===== src/rtl/uart_dbg_master_if.sv =====
// rtl/uart_dbg_master_if.sv - UART byte streams, system bus and debug control bundle of the debug bridge
interface uart_dbg_master_if;
  logic [7:0]  rx_data;
  logic        rx_data_valid;
  logic [7:0]  tx_data;
  logic        tx_data_valid;
  logic        tx_data_ready;
  logic [15:0] bus_addr;
  logic [7:0]  bus_wdata;
  logic        bus_we;
  logic        bus_req;
  logic [7:0]  bus_rdata;
  logic        bus_ack;
  logic        cpu_halt;
  logic        rx_overrun;

  modport master (
    input  rx_data, rx_data_valid, tx_data_ready, bus_rdata, bus_ack,
    output tx_data, tx_data_valid, bus_addr, bus_wdata, bus_we, bus_req,
    output cpu_halt, rx_overrun
  );

  modport slave (
    output rx_data, rx_data_valid, tx_data_ready, bus_rdata, bus_ack,
    input  tx_data, tx_data_valid, bus_addr, bus_wdata, bus_we, bus_req,
    input  cpu_halt, rx_overrun
  );
endinterface


===== src/rtl/uart_dbg_master.sv =====
// rtl/uart_dbg_master.sv - UART byte-command debug bridge driving single-byte bus transactions and CPU halt
module uart_dbg_master #(
  parameter real CLK_FRE        = 25.175,
  parameter int  TIMEOUT_CYCLES = 2500000
) (
  input  logic           clk,
  input  logic           rst_n,
  uart_dbg_master_if.master dbg
);
  localparam logic [2:0] IDLE   = 3'd0;
  localparam logic [2:0] GET_AH = 3'd1;
  localparam logic [2:0] GET_AL = 3'd2;
  localparam logic [2:0] GET_D  = 3'd3;
  localparam logic [2:0] BUS    = 3'd4;
  localparam logic [2:0] RESP   = 3'd5;

  localparam logic [7:0] CMD_W = 8'h57;
  localparam logic [7:0] CMD_R = 8'h52;
  localparam logic [7:0] CMD_H = 8'h48;
  localparam logic [7:0] CMD_G = 8'h47;
  localparam logic [7:0] RSP_OK  = 8'h2E;
  localparam logic [7:0] RSP_BAD = 8'h3F;

  localparam int CW = $clog2(TIMEOUT_CYCLES);
  localparam logic [CW-1:0] TO_LAST = CW'(TIMEOUT_CYCLES - 1);

  if (TIMEOUT_CYCLES < 2 || CLK_FRE <= 0.0) begin : g_param_check
    $error("uart_dbg_master: TIMEOUT_CYCLES must be >= 2 and CLK_FRE positive");
  end

  logic [2:0]    state;
  logic [CW-1:0] to_cnt;

  always_ff @(posedge clk or negedge rst_n) begin
    if (!rst_n) begin
      state             <= IDLE;
      to_cnt            <= '0;
      dbg.tx_data       <= 8'h00;
      dbg.tx_data_valid <= 1'b0;
      dbg.bus_addr      <= 16'h0000;
      dbg.bus_wdata     <= 8'h00;
      dbg.bus_we        <= 1'b0;
      dbg.bus_req       <= 1'b0;
      dbg.cpu_halt      <= 1'b0;
      dbg.rx_overrun    <= 1'b0;
    end else begin
      // Bytes are never queued while a transaction or response is in flight.
      if (dbg.rx_data_valid && (state == BUS || state == RESP))
        dbg.rx_overrun <= 1'b1;

      case (state)
        IDLE: begin
          if (dbg.rx_data_valid) begin
            case (dbg.rx_data)
              CMD_W, CMD_R: begin
                dbg.bus_we <= (dbg.rx_data == CMD_W);
                to_cnt     <= '0;
                state      <= GET_AH;
              end
              CMD_H, CMD_G: begin
                dbg.cpu_halt      <= (dbg.rx_data == CMD_H);
                dbg.tx_data       <= RSP_OK;
                dbg.tx_data_valid <= 1'b1;
                state             <= RESP;
              end
              default: begin
                dbg.tx_data       <= RSP_BAD;
                dbg.tx_data_valid <= 1'b1;
                state             <= RESP;
              end
            endcase
          end
        end

        GET_AH, GET_AL, GET_D: begin
          // A byte landing on the timeout cycle still counts.
          if (dbg.rx_data_valid) begin
            to_cnt <= '0;
            case (state)
              GET_AH: begin
                dbg.bus_addr[15:8] <= dbg.rx_data;
                state              <= GET_AL;
              end
              GET_AL: begin
                dbg.bus_addr[7:0] <= dbg.rx_data;
                if (dbg.bus_we) begin
                  state <= GET_D;
                end else begin
                  dbg.bus_req <= 1'b1;
                  state       <= BUS;
                end
              end
              default: begin
                dbg.bus_wdata <= dbg.rx_data;
                dbg.bus_req   <= 1'b1;
                state         <= BUS;
              end
            endcase
          end else if (to_cnt == TO_LAST) begin
            to_cnt <= '0;
            state  <= IDLE;
          end else begin
            to_cnt <= to_cnt + 1'b1;
          end
        end

        BUS: begin
          if (dbg.bus_ack) begin
            dbg.bus_req       <= 1'b0;
            dbg.tx_data       <= dbg.bus_we ? RSP_OK : dbg.bus_rdata;
            dbg.tx_data_valid <= 1'b1;
            state             <= RESP;
          end
        end

        RESP: begin
          if (dbg.tx_data_ready) begin
            dbg.tx_data_valid <= 1'b0;
            state             <= IDLE;
          end
        end

        default: state <= IDLE;
      endcase
    end
  end
endmodule


===== src/flat_wrapper.sv =====
// flat-port wrapper written by rule: the top's interface ports become plain ports
module uart_dbg_master_flat 
#(
  parameter real CLK_FRE        = 25.175,
  parameter int  TIMEOUT_CYCLES = 2500000
)
  (clk, rst_n, dbg_rx_data, dbg_rx_data_valid, dbg_tx_data_ready, dbg_bus_rdata, dbg_bus_ack, dbg_tx_data, dbg_tx_data_valid, dbg_bus_addr, dbg_bus_wdata, dbg_bus_we, dbg_bus_req, dbg_cpu_halt, dbg_rx_overrun);
  uart_dbg_master_if dbg_i ();
  input  logic clk;
  input  logic rst_n;
  input wire logic [$bits(dbg_i.rx_data)-1:0] dbg_rx_data;
  input wire logic [$bits(dbg_i.rx_data_valid)-1:0] dbg_rx_data_valid;
  input wire logic [$bits(dbg_i.tx_data_ready)-1:0] dbg_tx_data_ready;
  input wire logic [$bits(dbg_i.bus_rdata)-1:0] dbg_bus_rdata;
  input wire logic [$bits(dbg_i.bus_ack)-1:0] dbg_bus_ack;
  output wire logic [$bits(dbg_i.tx_data)-1:0] dbg_tx_data;
  output wire logic [$bits(dbg_i.tx_data_valid)-1:0] dbg_tx_data_valid;
  output wire logic [$bits(dbg_i.bus_addr)-1:0] dbg_bus_addr;
  output wire logic [$bits(dbg_i.bus_wdata)-1:0] dbg_bus_wdata;
  output wire logic [$bits(dbg_i.bus_we)-1:0] dbg_bus_we;
  output wire logic [$bits(dbg_i.bus_req)-1:0] dbg_bus_req;
  output wire logic [$bits(dbg_i.cpu_halt)-1:0] dbg_cpu_halt;
  output wire logic [$bits(dbg_i.rx_overrun)-1:0] dbg_rx_overrun;
  assign dbg_i.rx_data = dbg_rx_data;
  assign dbg_i.rx_data_valid = dbg_rx_data_valid;
  assign dbg_i.tx_data_ready = dbg_tx_data_ready;
  assign dbg_i.bus_rdata = dbg_bus_rdata;
  assign dbg_i.bus_ack = dbg_bus_ack;
  assign dbg_tx_data = dbg_i.tx_data;
  assign dbg_tx_data_valid = dbg_i.tx_data_valid;
  assign dbg_bus_addr = dbg_i.bus_addr;
  assign dbg_bus_wdata = dbg_i.bus_wdata;
  assign dbg_bus_we = dbg_i.bus_we;
  assign dbg_bus_req = dbg_i.bus_req;
  assign dbg_cpu_halt = dbg_i.cpu_halt;
  assign dbg_rx_overrun = dbg_i.rx_overrun;
  uart_dbg_master #(.CLK_FRE(CLK_FRE), .TIMEOUT_CYCLES(TIMEOUT_CYCLES)) u_core (.clk(clk), .rst_n(rst_n), .dbg(dbg_i));
endmodule

===== config.mk =====
export PLATFORM = sky130hd
export DESIGN_NAME = uart_dbg_master_flat
export DESIGN_NICKNAME = d
export VERILOG_FILES = /design/src/rtl/uart_dbg_master_if.sv /design/src/rtl/uart_dbg_master.sv /design/src/flat_wrapper.sv
export SDC_FILE = /design/constraint.sdc
export NUM_CORES = 1
export LEC_CHECK = 0
export CORE_MARGIN = 5
export CORE_UTILIZATION = 51
export DETAILED_ROUTE_END_ITERATION = 6
export PLACE_DENSITY_LB_ADDON = 0.08
export SLEW_MARGIN = 0
export SYNTH_ARGS = -nofsm -noshare
export SYNTH_HDL_FRONTEND = slang
export SYNTH_SLANG_ARGS = --single-unit

===== constraint.sdc =====
create_clock -name clk -period 6.1 [get_ports clk]
set_input_delay 1.22 -clock clk [delete_from_list [all_inputs] [get_ports clk]]
set_output_delay 1.22 -clock clk [all_outputs]
set_load 0.05 [all_outputs]

=== Word-level counts from Yosys, hierarchy flattened ===
Index checks and enable logic that the tools add are counted.

* Output and inout port bits: 37
* Input port bits: 21
* Memories kept: 0
* RAM bits: 0
* Register bits: 62
* Bits in latches: 0
* ROM bits: 0

* $lt $le $gt $ge: 0
* Reduce and logical (&&, ||, !) cells: 21
* $add $sub $neg: 1
* Multiply operators: 0
* Equal/unequal tests: 19
* Bitwise logic cells: 1
* Divide/modulo/power cells: 0
* Muxes and demuxes: 29
* Shift operators: 0

{| class="wikitable"
|+ Operator list
! cell !! number
|-
| $mux 22 || 4
|-
| $pmux 22 s2 || 1
|-
| $eq 8x7->1 const B || 4
|-
| $pmux 8 s2 || 2
|-
| $mux 8 || 3
|-
| $add 22x1->22 const B || 1
|-
| $eq 22x22->1 const B || 1
|-
| $mux 3 || 7
|-
| $reduce_and 3->1 || 6
|-
| $ne 2x2->1 const B || 7
|-
| $pmux 3 s4 || 1
|-
| $reduce_and 5->1 || 2
|-
| $reduce_and 4->1 || 2
|-
| $mux 1 || 7
|-
| $eq 3x2->1 const B || 2
|-
| $eq 3x3->1 const B || 2
|-
| $pmux 3 s2 || 1
|-
| $reduce_bool 2->1 || 3
|-
| $reduce_or 2->1 || 3
|-
| $pmux 1 s2 || 2
|-
| $eq 3x1->1 const B || 1
|-
| $logic_not 3->1 || 1
|-
| $ne 3x2->1 const B || 1
|-
| $ne 3x3->1 const B || 1
|-
| other kinds (6) || 6
|}

=== Logic depth before layout (Yosys ltp) ===
Gate-level depths: netlist of the first run.

* Depth after elaboration: 5
* Gate-level depth with buffers: 8
* Gate-level depth less buffers: 6

=== Worst setup path before layout of the first run ===
No wires, ideal clock.

* Path kind: input-to-reg
* Start: input port dbg_rx_data[2]
* End: register u_core.to_cnt[7]
* Cell stages on the path: 8
* Required time: 5.981 ns
* Arrival: 2.430 ns
* Setup slack: 3.551 ns
* Cell sequence: buf_2 > xnor2_1 > and4_1 > buf_2 > a21o_1 > buf_2 > o311ai_0 > o21a_1

* Word-level cells in the longest chain between the ends: 4
* Elaborated cells between the ends (all ways): 5
* Those cells by class: eq/ne (3); reduce/logical (2)

{| class="wikitable"
|+ Ends and longest elaborated chain
! element !! RTL line !! RTL
|-
| from (decl) || flat_wrapper.sv:11 || <nowiki>input wire logic [$bits(dbg_i.rx_data)-1:0] dbg_rx_data;</nowiki>
|-
| $eq 8x7->1 || uart_dbg_master.sv:54 || <nowiki>case (dbg.rx_data)</nowiki>
|-
| $reduce_or 2->1 * || uart_dbg_master.sv:54 ||
|-
| $ne 2x2->1 (no line) * || n/a ||
|-
| $reduce_and 3->1 (no line) * || n/a ||
|-
| to (signal assigned) || uart_dbg_master.sv:103 || <nowiki>to_cnt <= to_cnt + 1'b1;</nowiki>
|-
| to (decl) || uart_dbg_master.sv:32 || <nowiki>logic [CW-1:0] to_cnt;</nowiki>
|}

Mark *: on every way between the ends. The rest lies on a longest branch, timed or not.
A chain may end at the register's enable or synchronous reset.

=== Final worst setup path of the first run ===
* Start: input port dbg_rx_data_valid
* End: register u_core.dbg.bus_addr[1]

* Word-level cells in the longest chain between the ends: 1

{| class="wikitable"
|+ Ends and longest elaborated chain
! element !! RTL line !! RTL
|-
| from (decl) || flat_wrapper.sv:12 || <nowiki>input wire logic [$bits(dbg_i.rx_data_valid)-1:0] dbg_rx_data_valid;</nowiki>
|-
| $reduce_and 3->1 (no line) || n/a ||
|-
| to (signal assigned) || uart_dbg_master.sv:85 || <nowiki>dbg.bus_addr[7:0] <= dbg.rx_data;</nowiki>
|-
| to (decl) || uart_dbg_master_if.sv:19 || <nowiki>output tx_data, tx_data_valid, bus_addr, bus_wdata, bus_we, bus_req,</nowiki>
|}

No other way between the ends.

==> results.json, run 1 <==
{
  "critPathTopFamily": "simple AND/OR/NAND/NOR gates",
  "port_buffers": 57,
  "ant_nets": 0,
  "slowest_stage": "clkdlybuf4s50_1",
  "synthesis.nets": 320,
  "status": "complete, no violations",
  "synth.top_cells.by_area": "dfrtp_1, mux2_2, nand2_1, and3_1, o22a_1",
  "synth_common_cells": "dfrtp_1, nand2_1, mux2_2",
  "final-hold-violation-count": 0,
  "cp_max_fo": 9,
  "grt_usage_pct": 21.2,
  "skew_ns": 0.00887,
  "grt_pass1_wl_um": 12800,
  "worst_path_largest_cell_delay_ns": 0.55,
  "required_ns": 6.31,
  "synth_cell_type_count": 56,
  "min_path_type": "flop to flop",
  "cts_resized": 0,
  "synth_top_area_cell": "dfrtp_1",
  "syn_inst": 298,
  "synth_top_area_share_pct": 49.4,
  "synth_edf_count": 0,
  "cp_num_buf_inv": 1,
  "antenna_found_initial": 0,
  "syn_area_um2": 3140,
  "synth_warnings": 0,
  "tritoncts": "built",
  "fp.dieH_um": 88.4,
  "vias_per_cell": 5.94,
  "core_area_um2": 5960,
  "ys.flop_type": "dfrtp_1",
  "power_leakage_nw": 1.69,
  "row_count": 28,
  "synth_most_common_cell": "dfrtp_1",
  "postCtsSetupBuffers": 0,
  "worstPathArrival_ns": 3.29,
  "fin_cells": 434,
  "startpoint_type": "primary input",
  "end_kind": "flop",
  "power_density_nw_per_um2": 503,
  "setup_viol": 0,
  "final_nets": 376,
  "die_area_um2": 7820,
  "totalWireLength_um": 7350,
  "peakVddDrop_mv": 0.429,
  "hold_buffers": 0,
  "grt-ovfl-total": 0,
  "max_freq_mhz": 324,
  "drive_gt1_share_pct": 17.0,
  "synth_seq_cells": 62,
  "worst_pin_slew_ns": 0.910,
  "finalMaxSlewViolations": 0,
  "cp_cell_sequence": "clkdlybuf4s50_1 > nor2b_1 > nand2_1 > nor2_2 > mux2_2",
  "start_util_pct": 52.7,
  "rsz0062_at_grt": "no",
  "yosysSeqAreaShare_pct": 49.4,
  "cts_buffers": 9,
  "syn_to_final_growth_pct": 25.8,
  "die_x_um": 88.4,
  "grt_pass1_vias": 2465,
  "first_pass_iters": 4,
  "drt_drc_violations_left": 0,
  "diodes": 0,
  "clock-sinks": 62,
  "routed-via-count": 2580,
  "grt_start_max_net_pins": 63,
  "cts_htree_levels": 3,
  "max-cap-violations": 0,
  "relSlewSlack_pct": 38.9,
  "critPathKind": "primary input to flop",
  "first_iter_violations": 151,
  "finalSetupTns_ns": 0,
  "clk_path_buf_depth": 2,
  "period_needed_ns": 3.08,
  "path_clk_slew_ns": 0.07,
  "place_hpwl_um": 5050,
  "post-route-period-util_pct": 50.5,
  "io_pins": 58,
  "avgSynthCellArea_um2": 10.5,
  "ys_async_sr_fraction_pct": 100,
  "gp_congestion": 0.892,
  "fin_util_pct": 66.3,
  "drt-wirelength-per-cell_um": 16.9,
  "dp_cells": 418,
  "cts_root_buffer": "clkbuf_8",
  "insertion_delay_ns": 0.34
}
[layout make-up]
class                      instances  area (µm²)
fill                             493        2010
sequential                        62        1550
multi-input combinational        218        1500
timing repair buffer              60         588
clock buffer                      12         155
tap                               75        93.8
clock inverter                     4        45.0
inverter                           3        11.3
[worst register-to-register path: stages, from the launching register on]
cell	delay, ns
dfrtp_1	0.42
or3b_1	0.43
nor4_2	0.28
a211o_2	0.50
nor2_2	0.17
a221o_1	0.36
[metal layers]
layer	global-route usage [%]	vias up	routed length [µm]
li1	-	1227	-
met1	30.9	1271	3490
met2	31.1	73	3310
met3	4.47	9	445
met4	7.83	0	102
met5	0	-	0
[cell families after synthesis]
family / count (synthesis) / synth area share (%)
adder cells (fa/ha/maj): 1 / 0.399
multiplexers: 27 / 9.69
AND/OR/NAND/NOR: 127 / 22.4
buffers and inverters: 18 / 2.71
AO/OA/AOI/OAI: 62 / 15.0
XOR/XNOR: 1 / 0.279
flip-flops: 62 / 49.4
[power breakdown]
group	leakage, nW	internal [mW]	switching [mW]
Combinational	0.784	0.346	0.618
Sequential	0.795	0.544	0.114
Clock	0.106	0.209	0.157
Total	1.69	1.10	0.889
[worst paths after layout]
check / start / endpoint / slack (ns) / cells past startpoint
worst min register to register: u_core.dbg.tx_data[7] / u_core.dbg.tx_data[7] / 0.48 / 2
max in group asynchronous: rst_n / u_core.dbg.bus_addr[12] / 4.54 / 2
min in group asynchronous: rst_n / u_core.dbg.tx_data[7] / 1.05 / 2
worst max register to register: u_core.to_cnt[16] / u_core.to_cnt[16] / 3.83 / 5
worst max-delay path: dbg_rx_data_valid / u_core.dbg.bus_addr[1] / 3.02 / 5
worst min-delay path: u_core.dbg.tx_data[7] / u_core.dbg.tx_data[7] / 0.48 / 2
[registers in the layout (all words and copies together) (netlist names)]
register	cells
u_core.dbg.bus_addr	16
u_core.dbg.bus_req	1
u_core.dbg.bus_wdata	8
u_core.dbg.bus_we	1
u_core.dbg.cpu_halt	1
u_core.dbg.rx_overrun	1
u_core.dbg.tx_data	8
u_core.dbg.tx_data_valid	1
u_core.state	3
u_core.to_cnt	22
[through the flow]
step	worst slack [ns]	power, mW	hold WS, ns	instance area, µm²
finish	3.02	1.99	0.478	3950
global placement	2.68	1.62	0.461	3750
floorplan	3.55	1.32	0.479	3140
detailed placement	2.67	1.63	0.467	3750
global route	2.75	2.11	0.497	3950
CTS	3.03	2.00	0.485	3950
[cells in the final DEF (no fill, tap or decap), types with 9 or more instances in the layout]
cell	synthesis	routed
and3_1	13	13
clkbuf_8	0	11
clkdlybuf4s50_1	0	56
dfrtp_1	62	62
mux2_2	27	27
nand2_1	33	33
nand3_1	9	9
nor2_1	16	15
nor3_1	11	11
o21ai_0	11	11
Note: power is estimated with default switching activity, not from simulation.
==> inputs of run 2 (changes only) <==
- clock period: 6.1 -> 2.85 ns (I/O delays scaled with it)
==> results.json, run 2 (synthesis gave the netlist of run 1 again) <==
{
  "final-hold-violation-count": 0,
  "syn_to_final_growth_pct": 27.6,
  "largest_reg_flops": 22,
  "timing.hold.ws_ns": 0.168,
  "insertion_delay_ns": 0.33,
  "postCtsSetupBuffers": 0,
  "period_needed_ns": 2.26,
  "clock-sinks": 62,
  "critPathKind": "flop to flop",
  "power.internal_mw": 2.32,
  "antenna_found_initial": 0,
  "cts_htree_levels": 3,
  "final_common_cell": "dfrtp_1",
  "grt_usage_pct": 21.2,
  "top_register": "u_core.to_cnt",
  "power_frac_comb_pct": 49.9,
  "min_path_type": "primary input to async pin",
  "met1_length_um": 3570,
  "p_sw_mw": 1.90,
  "finalSetupTns_ns": 0,
  "fin_cells": 443,
  "ant_nets": 0,
  "final_nets": 385,
  "startpoint_type": "flop",
  "power_density_nw_per_um2": 1050,
  "wl_met2_um": 3310,
  "grt_start_max_net_pins": 26,
  "max-cap-violations": 0,
  "finalMaxSlewViolations": 0,
  "cts_buffers": 9,
  "end_kind": "flop",
  "rsz0062_at_grt": "no",
  "core_area_um2": 5960,
  "hold_buffers": 0,
  "worst_pin_slew_ns": 0.527,
  "fp.dieH_um": 88.4,
  "final_cell_mix": "dfrtp_1, clkdlybuf4s50_1, nand2_1, mux2_2, nor2_1",
  "skew_ns": 0.00737,
  "required_ns": 3.07,
  "wl_met3_um": 428,
  "grt_pass1_wl_um": 12900,
  "cts_resized": 0,
  "grt_pass1_vias": 2641,
  "path_clk_slew_ns": 0.07,
  "peakVddDrop_mv": 0.717,
  "setup_viol": 0,
  "tritoncts": "built",
  "clk_path_buf_depth": 2,
  "io_pins": 58,
  "relSlewSlack_pct": 64.8,
  "seq_power_share_pct": 33.1,
  "pre_cts_slack_ns": 0.338,
  "row_count": 28,
  "power_leakage_nw": 1.72,
  "gp_congestion": 0.860,
  "worst_slack_ns": 0.586,
  "status": "complete, no violations",
  "start_util_pct": 52.7,
  "highest_layer": "met4",
  "totalWireLength_um": 7390,
  "cp_max_fo": 25,
  "diodes": 0,
  "drive_gt1_share_pct": 19.0,
  "drt-wirelength-per-cell_um": 16.7,
  "reg.largest.list": "u_core.to_cnt (22), u_core.dbg.bus_addr (16)",
  "place_hpwl_um": 5340,
  "die_area_um2": 7820,
  "power_mw": 4.22,
  "cts_root_buffer": "clkbuf_8",
  "routed-via-count": 2610,
  "switching_share_pct": 45.0,
  "worstPathArrival_ns": 2.48,
  "drt_drc_violations_left": 0,
  "grt-ovfl-total": 0,
  "first_iter_violations": 120,
  "port_buffers": 57,
  "dp_cells": 427,
  "max_freq_mhz": 442,
  "vias_per_cell": 5.89,
  "first_pass_iters": 5,
  "post-route-period-util_pct": 79.4,
  "die_x_um": 88.4,
  "p_clk_share_pct": 17.0
}
[run 2: power by group through the flow]
stage	Clock (mW)	Combinational (mW)	Sequential [mW]
3_3_place_gp	0	2.09	1.40
4_1_cts	0.733	2.12	1.40
2_1_floorplan	0	0.761	2.07
5_1_grt	0.768	2.26	1.45
6_report	0.718	2.11	1.40
3_5_place_dp	0	2.11	1.41
[run 2: metrics by stage]
step	util [%]	cell area, µm²
detailed placement	64.1	3820
global placement	64.1	3820
CTS	67.2	4000
global route	67.2	4000
finish	67.2	4000
floorplan	-	3140
[run 2: cell type report]
type                            count  area [µm²]
Inverter                            3        11.3
Multi-Input combinational cell    218        1500
Fill cell                         504        1950
Clock buffer                       13         169
Timing Repair Buffer               69         656
Tap cell                           75        93.8
Sequential cell                    62        1550
Clock inverter                      3        17.5
[run 2: worst paths after layout]
kind	slack, ns	endpoint	cells past startpoint	start
max	0.59	u_core.to_cnt[3]	5	u_core.to_cnt[16]
max in group asynchronous	2.03	u_core.dbg.bus_wdata[3]	2	rst_n
min	0.17	u_core.dbg.tx_data[6]	1	rst_n
min in group clk	0.48	u_core.dbg.rx_overrun	1	u_core.dbg.rx_overrun
min reg2reg	0.48	u_core.dbg.rx_overrun	1	u_core.dbg.rx_overrun
max reg2reg	0.59	u_core.to_cnt[3]	5	u_core.to_cnt[16]
[run 2: worst max-delay path, stage by stage (launching register included)]
cell	delay, ns
dfrtp_1	0.42
or3b_1	0.40
nor4_2	0.28
a211o_2	0.50
nor2_2	0.18
a221o_1	0.36
[run 2: metal layers]
layer,global-route usage (%),up-vias
met5,0,-
met4,6.73,0
met3,5.40,9
met2,32.0,64
met1,30.2,1282
li1,-,1255
==> inputs of run 3 (changes only) <==
- CORE_UTILIZATION: 51 -> 47
- clock period: 2.85 -> 2 ns (I/O delays scaled with it)
==> results.json, run 3 (synthesis gave the netlist of run 1 again) <==
{
  "pre_cts_slack_ns": -0.164,
  "diodes": 0,
  "clk_path_buf_depth": 2,
  "skew_ns": 0.00748,
  "nFillCells": 498,
  "routed-via-count": 2781,
  "port_buffers": 57,
  "power_density_nw_per_um2": 1480,
  "start_util_pct": 48.9,
  "path_clk_slew_ns": 0.07,
  "power_leakage_nw": 1.97,
  "reg2reg_slack_ns": 0.06,
  "syn_to_final_growth_pct": 42.6,
  "switching_share_pct": 43.4,
  "final_common_cell": "dfrtp_1",
  "vias_per_cell": 5.75,
  "required_ns": 2.28,
  "finalMaxSlewViolations": 0,
  "seq_power_share_pct": 29.5,
  "peakVddDrop_mv": 0.971,
  "place_hpwl_um": 5810,
  "die_x_um": 91.7,
  "power.internal_mw": 3.75,
  "setup_viol": 0,
  "drive_gt1_share_pct": 29.0,
  "gp_congestion": 0.861,
  "worstSetupStartpoint": "u_core.to_cnt[0]",
  "first_iter_violations": 149,
  "relSlewSlack_pct": 64.5,
  "ant_nets": 0,
  "wl_met2_um": 3770,
  "totalWireLength_um": 8370,
  "wl_met3_um": 598,
  "rsz0062_at_grt": "yes",
  "placed_area_um2": 4160,
  "first_pass_iters": 4,
  "seqCellArea_um2": 1550,
  "reg2reg_depth": 7,
  "max-cap-violations": 0,
  "drt_drc_violations_left": 0,
  "status": "complete, no violations",
  "worstPathArrival_ns": 2.22,
  "worst_pin_slew_ns": 0.531,
  "worst_slack_ns": 0.0571,
  "min_path_type": "primary input to async pin",
  "clock-sinks": 62,
  "cts_htree_levels": 3,
  "p_sw_mw": 2.87,
  "largest_reg_flops": 22,
  "top_register": "u_core.to_cnt",
  "end_kind": "flop",
  "max_freq_mhz": 515,
  "grt-ovfl-total": 0,
  "grt_usage_pct": 20.8,
  "row_count": 29,
  "cp_max_fo": 5,
  "power_frac_comb_pct": 51.6,
  "fin_area_um2": 4480,
  "antenna_found_initial": 0,
  "drt-wirelength-per-cell_um": 17.3,
  "io_pins": 58,
  "hold_buffers": 0,
  "fp.dieH_um": 91.7,
  "final-hold-violation-count": 0,
  "timing.rr.start": "u_core.to_cnt[0]",
  "reg.largest.list": "u_core.to_cnt (22), u_core.dbg.bus_addr (16)",
  "post-route-period-util_pct": 97.1,
  "highest_layer": "met4",
  "final_cell_mix": "dfrtp_1, clkdlybuf4s50_1, buf_4, nand2_1, mux2_2",
  "startpoint_type": "flop",
  "period_needed_ns": 1.94,
  "multiInputGateArea_um2": 1590,
  "core_area_um2": 6420,
  "grt_start_max_net_pins": 63,
  "critPathKind": "flop to flop",
  "tritoncts": "built",
  "p_clk_share_pct": 18.9,
  "worstReg2RegEnd": "u_core.to_cnt[13]",
  "grt_pass1_wl_um": 14000,
  "die_area_um2": 8410,
  "final_nets": 424,
  "grt_pass1_vias": 2771,
  "met1_length_um": 3870,
  "cts_buffers": 9,
  "insertion_delay_ns": 0.34,
  "cts_root_buffer": "clkbuf_8"
}
-- run 3: how the worst max path moves through the flow --
stage	end	slack, ns	cells past startpoint
floorplan	u_core.to_cnt[10]	0.08	7
global placement	u_core.to_cnt[7]	-0.16	7
detailed placement	u_core.to_cnt[7]	-0.16	7
CTS	u_core.to_cnt[20]	-0.001	6
global route	u_core.to_cnt[16]	-0.03	8
finish	u_core.to_cnt[13]	0.06	7
-- run 3: area by class of cell --
type                    instances  share of cell area [%]
inverters                       3                   0.252
clock buffers                  10                    3.08
well taps                      77                    2.15
multi-input cells             219                    35.5
flip-flops and latches         62                    34.7
repair buffers                107                    22.4
clock inverters                 6                    1.90
-- run 3: what timing repair did --
action / CTS / global route
gates cloned: 1 / 0
pin swaps: 2 / 2
endpoints found under the hold margin: 0 / 0
buffers inserted: 0 / 1
setup endpoints to repair: 14 / 21
gates resized for setup: 5 / 10
-- run 3: power by group through the flow --
stage | logic, mW | registers, mW | clock network (mW)
3_5_place_dp | 3.36 | 1.95 | 0
2_1_floorplan | 1.08 | 2.95 | 0
5_1_grt | 3.63 | 2.02 | 1.33
4_1_cts | 3.38 | 1.94 | 1.27
6_report | 3.42 | 1.96 | 1.25
3_3_place_gp | 3.31 | 1.94 | 0
-- run 3: layer usage --
metal  vias up  GRT usage, %
met5         -             0
met4         0          8.79
met3        14          4.01
met2        97          30.7
met1      1341          30.1
li1       1329             -
-- run 3: critical path, cell delays in order, from the launching register on --
cell	delay [ns]
dfrtp_1	0.42
ha_4	0.19
and4_4	0.19
and3_4	0.18
a211o_4	0.37
buf_12	0.15
o311ai_2	0.24
o21a_1	0.15
-- run 3: stage by stage --
step                      total power [mW]  utilization (%)  hold WS, ns  std cells  setup TNS [ns]
final                                 6.62             69.7       0.0555        484               0
after global routing                  6.98             69.7       0.0771        484         -0.0360
after CTS                             6.60             68.8       0.0673        483        -0.00142
after detailed placement              5.31             64.7        0.436        466           -4.54
after global placement                5.25             64.7        0.439        466           -4.40
after floorplan                       4.03                -        0.104        298               0
